`config.mk`:
```
export PLATFORM = sky130hd
export DESIGN_NAME = transmitter_fsm
export DESIGN_NICKNAME = d
export VERILOG_FILES = /design/src/rtl/transmitter_fsm.sv
export SDC_FILE = /design/constraint.sdc
export NUM_CORES = 1
export LEC_CHECK = 0
export ABC_AREA = 1
export ABC_CLOCK_PERIOD_IN_PS = 2100
export CAP_MARGIN = 5
export CORE_UTILIZATION = 35
export DETAILED_ROUTE_END_ITERATION = 6
export PLACE_DENSITY = 0.63
export SLEW_MARGIN = 10
export SYNTH_ARGS = -nofsm -noshare
export SYNTH_HDL_FRONTEND = slang
export SYNTH_SLANG_ARGS = --single-unit
```
`constraint.sdc`:
```
create_clock -name sys_clk -period 2.1 [get_ports sys_clk]
set_input_delay 0.42 -clock sys_clk [delete_from_list [all_inputs] [get_ports sys_clk]]
set_output_delay 0.42 -clock sys_clk [all_outputs]
set_load 0.05 [all_outputs]
```
`src/rtl/transmitter_fsm.sv`:
```
// Baud-rate generator plus IDLE/LOAD/SHIFT frame sequencer for a serial transmitter.
// Define TRANSMITTER_FSM_PARITY_EN to add one parity bit period to every frame.
module transmitter_fsm #(
    parameter int CLK_FREQ  = 50_000_000,
    parameter int BAUD      = 115_200,
    parameter int DATA_BITS = 8
) (
    input  logic sys_clk,
    input  logic rst_n,
    input  logic tx_enable,
    output logic baud_tick,
    output logic busy,
    output logic load,
    output logic shift
);

    localparam int DIV   = (CLK_FREQ + BAUD / 2) / BAUD;
    localparam int CNT_W = (DIV > 1) ? $clog2(DIV) : 1;
`ifdef TRANSMITTER_FSM_PARITY_EN
    localparam int N_SHIFT = DATA_BITS + 3;
`else
    localparam int N_SHIFT = DATA_BITS + 2;
`endif
    localparam int BIT_W = $clog2(N_SHIFT);

    localparam logic [CNT_W-1:0] DIV_LAST = CNT_W'(DIV - 1);
    localparam logic [BIT_W-1:0] BIT_LAST = BIT_W'(N_SHIFT - 1);

    typedef enum logic [1:0] {
        IDLE  = 2'd0,
        LOAD  = 2'd1,
        SHIFT = 2'd2
    } state_t;

    logic [CNT_W-1:0] baud_cnt_reg;
    logic [BIT_W-1:0] bit_cnt_reg;
    logic [BIT_W-1:0] bit_cnt_next;
    state_t           state_reg;
    state_t           state_next;
    logic             busy_reg;
    logic             load_reg;
    logic             shift_reg;

    // Free-running bit-period counter; the wrap cycle is the tick.
    always_ff @(posedge sys_clk) begin
        if (rst_n) begin
            baud_cnt_reg <= '0;
        end else if (baud_cnt_reg == DIV_LAST) begin
            baud_cnt_reg <= '0;
        end else begin
            baud_cnt_reg <= baud_cnt_reg + CNT_W'(1);
        end
    end

    assign baud_tick = (baud_cnt_reg == DIV_LAST);

    always_comb begin
        state_next   = state_reg;
        bit_cnt_next = bit_cnt_reg;
        case (state_reg)
            IDLE: begin
                if (baud_tick && tx_enable) begin
                    state_next = LOAD;
                end
            end
            LOAD: begin
                if (baud_tick) begin
                    state_next   = SHIFT;
                    bit_cnt_next = '0;
                end
            end
            SHIFT: begin
                if (baud_tick) begin
                    if (bit_cnt_reg == BIT_LAST) begin
                        state_next   = IDLE;
                        bit_cnt_next = '0;
                    end else begin
                        bit_cnt_next = bit_cnt_reg + BIT_W'(1);
                    end
                end
            end
            default: begin
                state_next   = IDLE;
                bit_cnt_next = '0;
            end
        endcase
    end

    // Outputs are registered from the next state so they line up with state_reg.
    always_ff @(posedge sys_clk) begin
        if (rst_n) begin
            state_reg   <= IDLE;
            bit_cnt_reg <= '0;
            busy_reg    <= 1'b0;
            load_reg    <= 1'b0;
            shift_reg   <= 1'b0;
        end else begin
            state_reg   <= state_next;
            bit_cnt_reg <= bit_cnt_next;
            busy_reg    <= (state_next == LOAD) || (state_next == SHIFT);
            load_reg    <= (state_next == LOAD);
            shift_reg   <= (state_next == SHIFT);
        end
    end

    assign busy  = busy_reg;
    assign load  = load_reg;
    assign shift = shift_reg;

endmodule

```
Word level (Yosys, flattened, before mapping)
Cells that the tools add are included.
{"block": "totals", "out_inout_bits": 4, "ff_bits": 18}
{"block": "classes", "eq_ne": 8, "reduce_logical": 5, "n_bitwise": 1, "add_sub_neg": 2, "muxes": 9}
{"op": "2-to-1 mux 4 bit", "n": 3}
{"op": "case mux 4 bit (3 select lines)", "n": 1}
{"op": "adder 9 x 1 -> 9 bit, second input constant", "n": 1}
{"op": "== test 9 bit, second input constant", "n": 1}
{"op": "2-to-1 mux 2 bit", "n": 4}
{"op": "case mux 2 bit (3 select lines)", "n": 1}
{"op": "adder 4 x 1 -> 4 bit, second input constant", "n": 1}
{"op": "== test 2 x 1 -> 1 bit, second input constant", "n": 2}
{"op": "== test 2 bit, second input constant", "n": 2}
{"op": "== test 4 bit, second input constant", "n": 1}
{"op": "!= test 2 bit, second input constant", "n": 2}
{"op": "AND reduction 3 bit", "n": 1}
{"op": "logical NOT 2 bit", "n": 1}
{"op": "OR reduction 2 bit", "n": 1}
{"op": "logical AND 1 bit", "n": 1}
{"op": "logical OR 1 bit", "n": 1}
{"op": "inverter 1 bit", "n": 1}

Depth between registers and ports, before layout
Gate-level depths: netlist of run 1.
{"block": "logic_depth", "word_depth": 6, "mapped_depth": 12}

Least setup slack after synthesis of run 1
OpenSTA, ideal clock, no wires.
{"block": "synth_timing", "path_kind": "reg2out", "start": "register baud_cnt_reg[0]", "end": "output baud_tick", "arrival_ns": 1.653, "path_stages_with_launch": 4, "path_slack_ns": 0.027, "n_path_buf": 0, "path_cell_list": "dfxtp_1 > ha_1 > nand2_1 > nor3_1"}
{"block": "synth_via", "elab_chain_len": 1}
{"element": "from (decl)", "line_no": "35", "source": "logic [CNT_W-1:0] baud_cnt_reg;"}
{"element": "from (signal assigned)", "line_no": "51", "source": "baud_cnt_reg <= baud_cnt_reg + CNT_W'(1);"}
{"element": "== test 9 bit", "line_no": "55", "source": "assign baud_tick = (baud_cnt_reg == DIV_LAST);"}
{"element": "to (decl)", "line_no": "11", "source": "output logic baud_tick,"}
Every way passes these cells.

Worst setup path after layout of run 1
Same ends and word-level chain as after synthesis.

==> metrics.cfg, run 1 <==
[outcome]
status=completed

[timing]
slew_viol_final=0
slew_headroom_pct=66.70
finalHoldViolCount=0
setup_viol=0
worst_slew_pin_slew_ns=0.4979
fin_worst_skew_ns=0.003127
fin_crit_ns=1.858
final.setup.tns_ns=0
max_freq_ghz=0.5382
min_period_over_period_pct=88.47
rsz0062_at_grt=no

[worst_setup_path]
crit_required_ns=1.68
cp-startpoint=baud_cnt_reg[0]$_SDFF_PP0_
start_kind=flip-flop
slowest_delay_ns=0.39
regToRegSetupSlack_ns=0.57
worstSetupEndpointType=primary output
reg2reg_from=baud_cnt_reg[0]$_SDFF_PP0_
worstPathArrival_ns=1.44
crit_chain=ha_1 -> nand2_1 -> nor3_1 -> buf_12
path_buf_inv=1
crit_type=flip-flop to primary output
crit_fanout=4
crit_slowest_cell=dfxtp_1
cp_top_family=simple AND/OR/NAND/NOR gates

[yosys]
synthTopCellsByArea=dfxtp_1 38%, nand2_1 8.4%, ha_1 8.0%
syn-instance-count=127
yosysTopAreaCell=dfxtp_1
ys_types=22
synth_compound_area_share_pct=3.457
synth-main-ff-cell=dfxtp_1
synth_simple_gate_area_share_pct=37.50
synth_top_family_by_area=simple AND/OR/NAND/NOR gates
synth_edf_count=0
synthXorXnorAreaFrac_pct=2.793
yosys_warnings=0
synthesis.area_sq_um=940.9
ys_ff_latch=18
synth_top_area_share_pct=38.30
synth_fa_ha_area_share_pct=7.979
synth_nets=136
yosysSeqAreaShare_pct=38.30
synth-async-reset-ratio_pct=0
synth.avg_cell_area_sq_um=7.409
synthMuxAreaShare_pct=0

[finish]
largest_register_ffs=9
nets=147
drive_gt1_share_pct=18.98
fin_area_sq_um=1085
n_antenna_cell=0
areaGrowthSynthToFinish_pct=15.29

[clock_network]
cts_sinks=18
cts_buffer_depth=2
cts.repair.resized=0
cts-root-buf=clkbuf_4
postCtsSetupBuffers=0
cts-hold-fix-buffers=0
numCtsBuffers=3
cts_tree=yes
worstSkewPairLatency_ns=0.28
clk_pin_slew_ns=0.10
htreeDepth=1

[floorplanning]
die_w_um=53.85
die_area_sq_um=2900
pin_count=7
fp.dieH_um=53.85
core_sq_um=2500
start_util_pct=37.64
floorplan.rows=18

[power_and_ir_drop]
ir_worst_vdd_mv=0.3898
p_per_area_nw_per_um2=538.1
p_leak_nw=0.4895

[routing]
drtIter0Drc=12
viasPerCell=4.491
wirelength_mm=1.495
avgRoutedWirePerCell_um=8.952
num_vias=750
final_antenna_net_count=0
first_pass_iters=4
remaining_drc_errors=0

[global_routing]
grt-ovfl-total=0
grt_pass1_vias=661
grt_pass1_wl_mm=2.663
grt_max_degree=11
antenna_found_initial=0
grtUsageTotal_pct=12.74

[worst_hold_path]
holdCritPathClass=flip-flop to flip-flop
min-delay-start=baud_cnt_reg[0]$_SDFF_PP0_

[place]
gp_congestion=0.7689
dp_hpwl_mm=1.218
postPlaceCellArea_sq_um=1049
io_buffers=6

[flow_run]
cap_violations=0

## worst reg2reg max path, delay by kind of cell (launching register included)
family                   cells  cell delay, ns
adder cells (fa/ha/maj)      2            0.45
AND/OR/NAND/NOR              4            0.42
buffers and inverters        1            0.05
flip-flops                   1            0.39
AO/OA/AOI/OAI                1            0.16
## final cells by class
| type | count | area (sq um) |
|---|---|---|
| clock buffer | 4 | 36.28 |
| fill | 245 | 1415 |
| inverter | 25 | 93.84 |
| multi-input combinational | 84 | 486.7 |
| sequential | 18 | 360.3 |
| tap | 30 | 37.54 |
| timing repair buffer | 6 | 70.07 |
## path summary, 6_finish.rpt
| path | endpoint | cells after the start |
|---|---|---|
| setup / recovery | baud_tick | 4 |
| hold / removal | baud_cnt_reg[0]$_SDFF_PP0_ | 1 |
| setup reg to reg | busy$_SDFF_PP0_ | 8 |
| hold reg to reg | baud_cnt_reg[0]$_SDFF_PP0_ | 1 |
## kinds of logic (layout without fill, tap and decap cells)
| group | count (synthesis) | after routing |
|---|---|---|
| AOI/OAI and AO/OA | 5 | 5 |
| xor gates and xnor gates | 3 | 3 |
| adders and majority gates | 6 | 6 |
| buffers and inverters | 25 | 35 |
| DFF | 18 | 18 |
| and+or+nand+nor | 70 | 70 |
## power breakdown
| part | switching [W] | total [W] | internal (W) |
|---|---|---|---|
| Combinational | 0.0000158 | 0.0000266 | 0.0000109 |
| Clock | 0.000102 | 0.000207 | 0.000105 |
| Sequential | 0.00000405 | 0.000350 | 0.000346 |
## per-layer routing
metal	share of wire (%)	track usage (%)
met5	0	0
met3	2.0	2.542
met4	0.94	6.579
met2	49	20.58
met1	48	15.84
## Yosys cell counts (2+ instances only)
cell,count
a21oi_1,2
ha_1,6
nand3_1,8
nor2_2,4
dfxtp_1,18
xor2_1,2
nand2_2,4
nor2_1,18
inv_2,6
nor2_4,2
inv_1,19
o21ai_2,2
or2_0,2
nand4_1,4
nand2_1,21
nor3_1,3
## layout by cell type (no fill, tap or decap)
master / instances
xnor2_1: 1
nand4_1: 4
clkdlybuf4s50_1: 5
o21ai_2: 2
nor2_2: 4
nor3b_1: 1
clkbuf_8: 1
nor2_1: 18
a21oi_1: 2
nand3_1: 8
nand3_2: 1
inv_1: 19
or2_0: 2
xor2_1: 2
nand2_1: 21
ha_1: 6
nand2_4: 1
clkbuf_4: 3
o21ai_1: 1
nor3_1: 3
nand2_2: 4
nor3b_2: 1
dfxtp_1: 18
inv_2: 6
nor2_4: 2
buf_12: 1
## stage by stage
step	setup WS [ns]	power [W]	cells	util (%)	hold WS (ns)
final	0.2421	0.0005838	167	43.39	0.4777
after CTS	0.2165	0.0005932	167	43.39	0.4836
after global placement	0.5095	0.0003837	163	41.94	0.4692
after global routing	0.1435	0.0006119	167	43.39	0.5288
after floorplan	0.02665	0.0003753	127	-	0.4334
after detailed placement	0.4821	0.0003851	163	41.94	0.4600
(Power assumes the default switching activity.)
==> run 2: changes to the inputs <==
ABC_CLOCK_PERIOD_IN_PS = unset   (was 2100)
==> results of run 2 <==
Same layout as run 1: the final DEF is identical, and so are final timing and power.
